<file path="config.mk">
export PLATFORM = sky130hd
export DESIGN_NAME = sys_ctrl_rx_cmd
export DESIGN_NICKNAME = d
export VERILOG_FILES = /design/src/rtl/sys_ctrl_rx_cmd.sv
export SDC_FILE = /design/constraint.sdc
export NUM_CORES = 1
export LEC_CHECK = 0
export CORE_MARGIN = 10
export CORE_UTILIZATION = 53
export DETAILED_ROUTE_END_ITERATION = 8
export MAX_ROUTING_LAYER = met4
export PLACE_DENSITY = 0.88
export SLEW_MARGIN = 20
export SYNTH_ARGS = -nofsm -noshare
export SYNTH_HDL_FRONTEND = slang
export SYNTH_SLANG_ARGS = --single-unit
</file>
<file path="constraint.sdc">
create_clock -name REF_CLK -period 2.6 [get_ports REF_CLK]
set_input_delay 0.39 -clock REF_CLK [delete_from_list [all_inputs] [get_ports REF_CLK]]
set_output_delay 0.39 -clock REF_CLK [all_outputs]
set_load 0.02 [all_outputs]
</file>
<file path="src/rtl/sys_ctrl_rx_cmd.sv">
// rtl/sys_ctrl_rx_cmd.sv - UART command frame decoder driving the register file, ALU and TX FIFO.
// Every output is registered; strobes are asserted for exactly one cycle.
module sys_ctrl_rx_cmd #(
  parameter int DATA_W       = 8,
  parameter int ADDR_W       = 4,
  parameter int ALU_OUT_W    = 16,
  parameter int WAIT_TIMEOUT = 32
) (
  input  logic                 REF_CLK,
  input  logic                 rst,
  input  logic [DATA_W-1:0]    RX_P_DATA,
  input  logic                 RX_D_VLD,
  output logic                 WrEn,
  output logic                 RdEn,
  output logic [ADDR_W-1:0]    ADDRESS,
  output logic [DATA_W-1:0]    WrData,
  input  logic [DATA_W-1:0]    RdData,
  input  logic                 RdData_Valid,
  output logic [3:0]           ALU_FUN,
  output logic                 ALU_EN,
  output logic                 CLK_GATE_EN,
  input  logic [ALU_OUT_W-1:0] ALU_OUT,
  input  logic                 ALU_OUT_VLD,
  output logic [DATA_W-1:0]    TX_P_DATA,
  output logic                 TX_D_VLD,
  input  logic                 FIFO_FULL,
  output logic                 ERR
);

  localparam int TMO_W = $clog2(WAIT_TIMEOUT + 1);
  localparam logic [TMO_W-1:0]  TMO_LAST = TMO_W'(WAIT_TIMEOUT - 1);
  localparam logic [DATA_W-1:0] CMD_WR   = DATA_W'(8'hAA);
  localparam logic [DATA_W-1:0] CMD_RD   = DATA_W'(8'hBB);
  localparam logic [DATA_W-1:0] CMD_ALU  = DATA_W'(8'hCC);
  localparam logic [DATA_W-1:0] CMD_NOP  = DATA_W'(8'hDD);

  typedef enum logic [3:0] {
    IDLE, WR_ADDR, WR_DATA, RD_ADDR, RD_WAIT, RD_SEND,
    ALU_A, ALU_B, ALU_FUN_S, ALU_WAIT, TX_LO, TX_HI
  } state_t;

  state_t                state_q, state_d;
  logic [ADDR_W-1:0]     addr_q, addr_d;
  logic [ALU_OUT_W-1:0]  res_q, res_d;
  logic [TMO_W-1:0]      tmo_q, tmo_d;
  logic                  wr_en_q, wr_en_d;
  logic                  rd_en_q, rd_en_d;
  logic [ADDR_W-1:0]     address_q, address_d;
  logic [DATA_W-1:0]     wr_data_q, wr_data_d;
  logic [3:0]            alu_fun_q, alu_fun_d;
  logic                  alu_en_q, alu_en_d;
  logic                  gate_q, gate_d;
  logic [DATA_W-1:0]     tx_data_q, tx_data_d;
  logic                  tx_vld_q, tx_vld_d;
  logic                  err_q, err_d;

  always_ff @(posedge REF_CLK) begin
    if (rst) begin
      state_q   <= IDLE;
      addr_q    <= '0;
      res_q     <= '0;
      tmo_q     <= '0;
      wr_en_q   <= 1'b0;
      rd_en_q   <= 1'b0;
      address_q <= '0;
      wr_data_q <= '0;
      alu_fun_q <= '0;
      alu_en_q  <= 1'b0;
      gate_q    <= 1'b0;
      tx_data_q <= '0;
      tx_vld_q  <= 1'b0;
      err_q     <= 1'b0;
    end else begin
      state_q   <= state_d;
      addr_q    <= addr_d;
      res_q     <= res_d;
      tmo_q     <= tmo_d;
      wr_en_q   <= wr_en_d;
      rd_en_q   <= rd_en_d;
      address_q <= address_d;
      wr_data_q <= wr_data_d;
      alu_fun_q <= alu_fun_d;
      alu_en_q  <= alu_en_d;
      gate_q    <= gate_d;
      tx_data_q <= tx_data_d;
      tx_vld_q  <= tx_vld_d;
      err_q     <= err_d;
    end
  end

  always_comb begin
    state_d   = state_q;
    addr_d    = addr_q;
    res_d     = res_q;
    tmo_d     = tmo_q;
    address_d = address_q;
    wr_data_d = wr_data_q;
    alu_fun_d = alu_fun_q;
    gate_d    = gate_q;
    tx_data_d = tx_data_q;
    wr_en_d   = 1'b0;
    rd_en_d   = 1'b0;
    alu_en_d  = 1'b0;
    tx_vld_d  = 1'b0;
    err_d     = 1'b0;

    case (state_q)
      IDLE: begin
        if (RX_D_VLD) begin
          if (RX_P_DATA == CMD_WR)       state_d = WR_ADDR;
          else if (RX_P_DATA == CMD_RD)  state_d = RD_ADDR;
          else if (RX_P_DATA == CMD_ALU) state_d = ALU_A;
          else if (RX_P_DATA == CMD_NOP) state_d = ALU_FUN_S;
        end
      end
      WR_ADDR: begin
        if (RX_D_VLD) begin
          addr_d  = RX_P_DATA[ADDR_W-1:0];
          state_d = WR_DATA;
        end
      end
      WR_DATA: begin
        if (RX_D_VLD) begin
          wr_en_d   = 1'b1;
          address_d = addr_q;
          wr_data_d = RX_P_DATA;
          state_d   = IDLE;
        end
      end
      RD_ADDR: begin
        if (RX_D_VLD) begin
          rd_en_d   = 1'b1;
          address_d = RX_P_DATA[ADDR_W-1:0];
          tmo_d     = '0;
          state_d   = RD_WAIT;
        end
      end
      RD_WAIT: begin
        // A valid arriving on the timeout cycle still wins.
        if (RdData_Valid) begin
          res_d   = ALU_OUT_W'(RdData);
          state_d = RD_SEND;
        end else if (tmo_q == TMO_LAST) begin
          err_d   = 1'b1;
          state_d = IDLE;
        end else begin
          tmo_d = tmo_q + TMO_W'(1);
        end
      end
      RD_SEND: begin
        if (!FIFO_FULL) begin
          tx_vld_d  = 1'b1;
          tx_data_d = res_q[DATA_W-1:0];
          state_d   = IDLE;
        end
      end
      ALU_A: begin
        if (RX_D_VLD) begin
          wr_en_d   = 1'b1;
          address_d = '0;
          wr_data_d = RX_P_DATA;
          state_d   = ALU_B;
        end
      end
      ALU_B: begin
        if (RX_D_VLD) begin
          wr_en_d   = 1'b1;
          address_d = ADDR_W'(1);
          wr_data_d = RX_P_DATA;
          state_d   = ALU_FUN_S;
        end
      end
      ALU_FUN_S: begin
        if (RX_D_VLD) begin
          alu_fun_d = RX_P_DATA[3:0];
          alu_en_d  = 1'b1;
          gate_d    = 1'b1;
          tmo_d     = '0;
          state_d   = ALU_WAIT;
        end
      end
      ALU_WAIT: begin
        if (ALU_OUT_VLD) begin
          res_d   = ALU_OUT;
          gate_d  = 1'b0;
          state_d = TX_LO;
        end else if (tmo_q == TMO_LAST) begin
          err_d   = 1'b1;
          gate_d  = 1'b0;
          state_d = IDLE;
        end else begin
          tmo_d = tmo_q + TMO_W'(1);
        end
      end
      TX_LO: begin
        if (!FIFO_FULL) begin
          tx_vld_d  = 1'b1;
          tx_data_d = res_q[DATA_W-1:0];
          state_d   = TX_HI;
        end
      end
      TX_HI: begin
        if (!FIFO_FULL) begin
          tx_vld_d  = 1'b1;
          tx_data_d = res_q[ALU_OUT_W-1:DATA_W];
          state_d   = IDLE;
        end
      end
      default: state_d = IDLE;
    endcase
  end

  assign WrEn        = wr_en_q;
  assign RdEn        = rd_en_q;
  assign ADDRESS     = address_q;
  assign WrData      = wr_data_q;
  assign ALU_FUN     = alu_fun_q;
  assign ALU_EN      = alu_en_q;
  assign CLK_GATE_EN = gate_q;
  assign TX_P_DATA   = tx_data_q;
  assign TX_D_VLD    = tx_vld_q;
  assign ERR         = err_q;

endmodule
</file>
======== After elaboration in Yosys (flattened, before gate mapping) ========
Index checks and enable logic that the tools add are counted.
W data, S select, Z words.
storage, ports and cells
  flip-flop bits (word level) ............. 60
  bits of input ports ..................... 38
cells by class
  $add $sub $neg .......................... 1
  equal/unequal tests ..................... 34
  muxes and demuxes ....................... 42
  bitwise gates (word level) .............. 4
  reduce and logical (&&, ||, !) cells .... 24
operators by type and width
  kind                   number
  $mux W4                19
  $pmux W4 S11           1
  $eq A8 B8 Y1 const B   4
  $mux W16               2
  $pmux W16 S2           1
  $ne A2 B2 Y1 const B   15
  $mux W6                4
  $pmux W6 S3            1
  $eq A4 B3 Y1 const B   4
  $eq A4 B4 Y1 const B   4
  $mux W8                2
  $pmux W4 S4            1
  $pmux W8 S2            1
  $reduce_or A2 Y1       7
  $reduce_and A10 Y1     1
  $reduce_and A3 Y1      3
  $eq A4 B2 Y1 const B   2
  $mux W1                8
  $add A6 B1 Y6 const B  1
  $eq A6 B5 Y1 const B   1
  $reduce_and A2 Y1      3
  $reduce_bool A2 Y1     3
  $reduce_or A3 Y1       2
  $ne A5 B5 Y1 const B   1
  10 further kinds       14

======== Depth between registers and ports, before layout ========
  depth in word-level cells ............... 7
  depth in mapped cells ................... 7
  gate-level depth less buffers ........... 6

======== Worst setup path before layout ========
No wires, ideal clock.
  kind .................................... input -> register
  from .................................... in RX_D_VLD
  to ...................................... reg tmo_q[3]
  library setup time ...................... 0.070 ns
  arrival ................................. 1.675 ns
  path slack .............................. 0.855 ns
  cell stages on the path ................. 6
  buffers on the path ..................... 1
  cells stage by stage .................... clkbuf_1 -> or2b_1 -> a21oi_4 -> a31oi_4 -> or4_1 -> a21boi_1
on the way
  cells in the longest elaborated chain, start to end .. 2
RTL lines
  item                         RTL line  text
  start: declaration           12        input logic RX_D_VLD,
  $ne A2 B1 Y1 (no line)       -
  $reduce_and A4 Y1 (no line)  -
  end signal: assignment       77        tmo_q <= tmo_d;
  end: declaration             45        logic [TMO_W-1:0] tmo_q, tmo_d;
No other way between the ends.
A chain may end at the register's enable or synchronous reset.

======== Final worst setup path ========
  from .................................... reg state_q[1]
  to ...................................... reg wr_data_q[5], in the netlist WrData[5]
on the way
  cells in the longest elaborated chain, start to end .. 3
RTL lines
  item                                          RTL line  text
  start: declaration                            42        state_t state_q, state_d;
  start signal: assignment                      74        state_q <= state_d;
  $eq A4 B3 Y1 or $eq A4 B2 Y1 (tied branches)  107       case (state_q)
  $reduce_or A3 Y1 (no line) *                  -
  $reduce_and A2 Y1 (no line) *                 -
  end signal: assignment                        81        wr_data_q <= wr_data_d;
  end: declaration                              49        logic [DATA_W-1:0] wr_data_q, wr_data_d;
Mark *: on every way between the ends. The rest lies on a longest branch, timed or not.

==> qor.csv <==
metric,value,unit
status,finished clean,
path_buf_inv,0,
drc,0,
cp_common_cell,nand2_1,
vias_per_cell,5.57,
gr-usage-met2,27.6,%
path_clk_slew,60,ps
grt_setup_unrepaired,false,
layout.nets,443,
whs_endpoint,WrData[7],
post_cts_buffers,0,
dieArea,8750,um^2
p_leak,1.30,nW
max_freq,485,MHz
avgRoutedWirePerCell,15.7,um
fp.coreArea,5170,um^2
grt_util_met3,5.04,%
dp_hpwl,5.48,mm
gr-usage-all-layers,17.6,%
holdPathStages,2,
p_per_area,549,nW/um^2
ctsRootBufferMaster,clkbuf_8,
postSynthCellCount,342,
num_vias,2667,
synth_edf_count,0,
cts.sinks,60,
synth_top_area_cell,dfxtp_1,
end_kind,register,
syn_nets,381,
reg2reg_depth,5,
grt.busiest_layer,met2,
worstReg2RegStart,state_q[1],
antennaDiodeCount,0,
clock_path_buffers,2,
path_delay_family,simple AND/OR/NAND/NOR gates,
grt_pass1_wl,11.9,mm
cts_tree,built,
hold_slack,454,ps
row_count,26,
post_cts_resized,0,
synthFlopType,dfxtp_1,
seqCellArea,1200,um^2
worst_pin_slew,797,ps
dieWidth,93.5,um
critPathKind,register to register,
cts_buffers,9,
synth-seq-cells,60,
cp.arrival,2320,ps
ant_nets,0,
reg2reg_to,WrData[5],
path_cells,nor2b_1 -> nand2_1 -> nor2_1 -> nand2_1 -> a21oi_1,
syn2layout_area_growth,32.1,%
relSlewSlack,46.9,%
cp.required,2860,ps
synth.top_cells.by_area,"dfxtp_1 42%, mux2i_1 7.7%, nand2_1 5.6%, a21oi_1 5.1%, nor2_1 5.0%",
drive_above_1_share,8.56,%
holdCritPathClass,register to register,
io_pins,68,
grt_max_degree,46,
grt_pass1_vias,2594,
grt-ovfl-total,0,
yosysTopAreaCellShare,41.9,%
hp-start,WrData[7],
min_period,2060,ps
setup.worst_path.start_class,register,
fin_worst_skew,6.73,ps
synth-async-reset-ratio,0,%
met1_usage,20.0,%
synthesis.area,2870,um^2
htreeDepth,3,
setup_viol,0,
ys_types,54,
drt-initial-drc-count,125,
routabilityCongestion,0.880,
final_util,73.2,%
synth_seq_area_share,41.9,%
ys_warn_count,0,
dr.pass1.iters,4,
clk_latency,340,ps
worst_path_max_delay_cell,dfxtp_1,
fin_crit_sh,79.3,%
max_cap_viol_count,0,
antenna_found_initial,0,
crit_fanout,19,
ir_drop,339,uV
r2r_slack,540,ps
cts_hold_buf,0,
initial_core_util,55.4,%
n_fill_cell,376,
syn_area_per_cell,8.38,um^2
multiInputGateArea,1540,um^2
fin_tns_setup,0,ps
finalMaxSlewViolations,0,
finalWirelength,7.51,mm
finalHoldViolCount,0,
fp.dieH,93.5,um
portBuffers,67,
slowest_delay,690,ps
## synth_stat cells, types with 2 or more instances
library cell  instances
nand2b_1              4
and2_1                3
clkbuf_1             15
nand3_1              12
and2b_1               2
a211oi_1             17
mux2i_1              22
o21bai_1              2
nand2_1              43
nor3_1                7
inv_1                 2
nor2_1               38
nor4_1                4
o31ai_1               2
o21a_1                2
nor2b_1               4
buf_2                11
a311oi_1              2
or3_1                 3
o211ai_1              2
a221oi_1              3
o21ai_0              16
and3_1                3
nand3b_1              5
dfxtp_1              60
and3b_1               2
a21oi_1              29
## flip-flops by register name, summed over array words and instances (netlist names)
| signal | flops |
|---|---|
| tmo_q | 6 |
| WrEn | 1 |
| ALU_FUN | 4 |
| WrData | 8 |
| ALU_EN | 1 |
| res_q | 16 |
| RdEn | 1 |
| addr_q | 4 |
| ERR | 1 |
| TX_D_VLD | 1 |
| CLK_GATE_EN | 1 |
| ADDRESS | 4 |
| state_q | 4 |
| TX_P_DATA | 8 |
## cell usage in the layout, fill, tap and decap left out, types with 2 or more instances in the layout
cell type        instances
buf_4                   10
nor4_1                   4
nor3_1                   7
a311oi_1                 2
or3_1                    3
nand2b_1                 4
and2b_1                  2
clkbuf_8                 9
nor2b_1                  4
and3b_1                  2
and3_1                   3
a221oi_1                 3
o21bai_1                 2
nand3b_1                 5
o211ai_1                 2
a211oi_1                17
clkinv_2                 2
mux2i_1                 22
a21oi_2                  2
nand2_1                 43
clkinvlp_4               2
clkdlybuf4s50_1         66
nand3_1                 12
o21ai_0                 16
and2_1                   3
a21oi_1                 28
o21a_1                   2
o31ai_1                  2
nor2_1                  38
inv_1                    2
dfxtp_1                 60
## worst min-delay path, cell delays in order (launching register included)
cell	delay [ps]
dfxtp_1	310
nand2_1	50
a21oi_1	50
## logic make-up after synthesis
family,count (synthesis),share of synthesized area (%)
and+or+nand+nor,141,24.5
AOI/OAI and AO/OA,87,20.1
DFF,60,41.9
buffers and inverters,29,4.54
muxes,23,8.21
xor gates and xnor gates,1,0.306
adders and majority gates,1,0.437
## power breakdown
part / switching [mW] / total (mW) / leakage, nW / internal (mW)
combinational: 0.151 / 0.301 / 0.723 / 0.150
sequential: 0.0253 / 0.963 / 0.483 / 0.938
clock: 0.371 / 0.813 / 0.0927 / 0.442
## per-layer routing
metal,part of all wire [%],vias up
li1,-,1349
met1,44,1217
met2,47,85
met3,6.3,16
met4,2.4,0
met5,0,-
## cell type report
class	instances	area share, %
Clock buffer	10	3.37
Clock inverter	6	1.69
Inverter	2	0.198
Multi-Input combinational cell	253	40.6
Sequential cell	60	31.7
Tap cell	70	2.31
Timing Repair Buffer	78	20.1
## per-stage QoR
stage	cells	instance area (um^2)	setup WS [ps]	total power, mW
2_1_floorplan	342	2870	855	1.16
3_3_place_gp	463	3590	306	1.27
3_5_place_dp	463	3590	261	1.28
4_1_cts	479	3790	558	2.09
5_1_grt	479	3790	354	2.16
6_report	479	3790	539	2.08
## worst max path at each step
stage / from / end / slack, ps / depth (start not counted)
2_1_floorplan: RX_D_VLD / tmo_q[3] / 850 / 6
3_3_place_gp: RX_P_DATA[6] / state_q[0] / 310 / 6
3_5_place_dp: RX_P_DATA[6] / state_q[0] / 260 / 6
4_1_cts: state_q[1] / WrData[5] / 560 / 5
5_1_grt: state_q[1] / WrData[5] / 350 / 5
6_report: state_q[1] / WrData[5] / 540 / 5
Power figures use the tool's default switching activity.
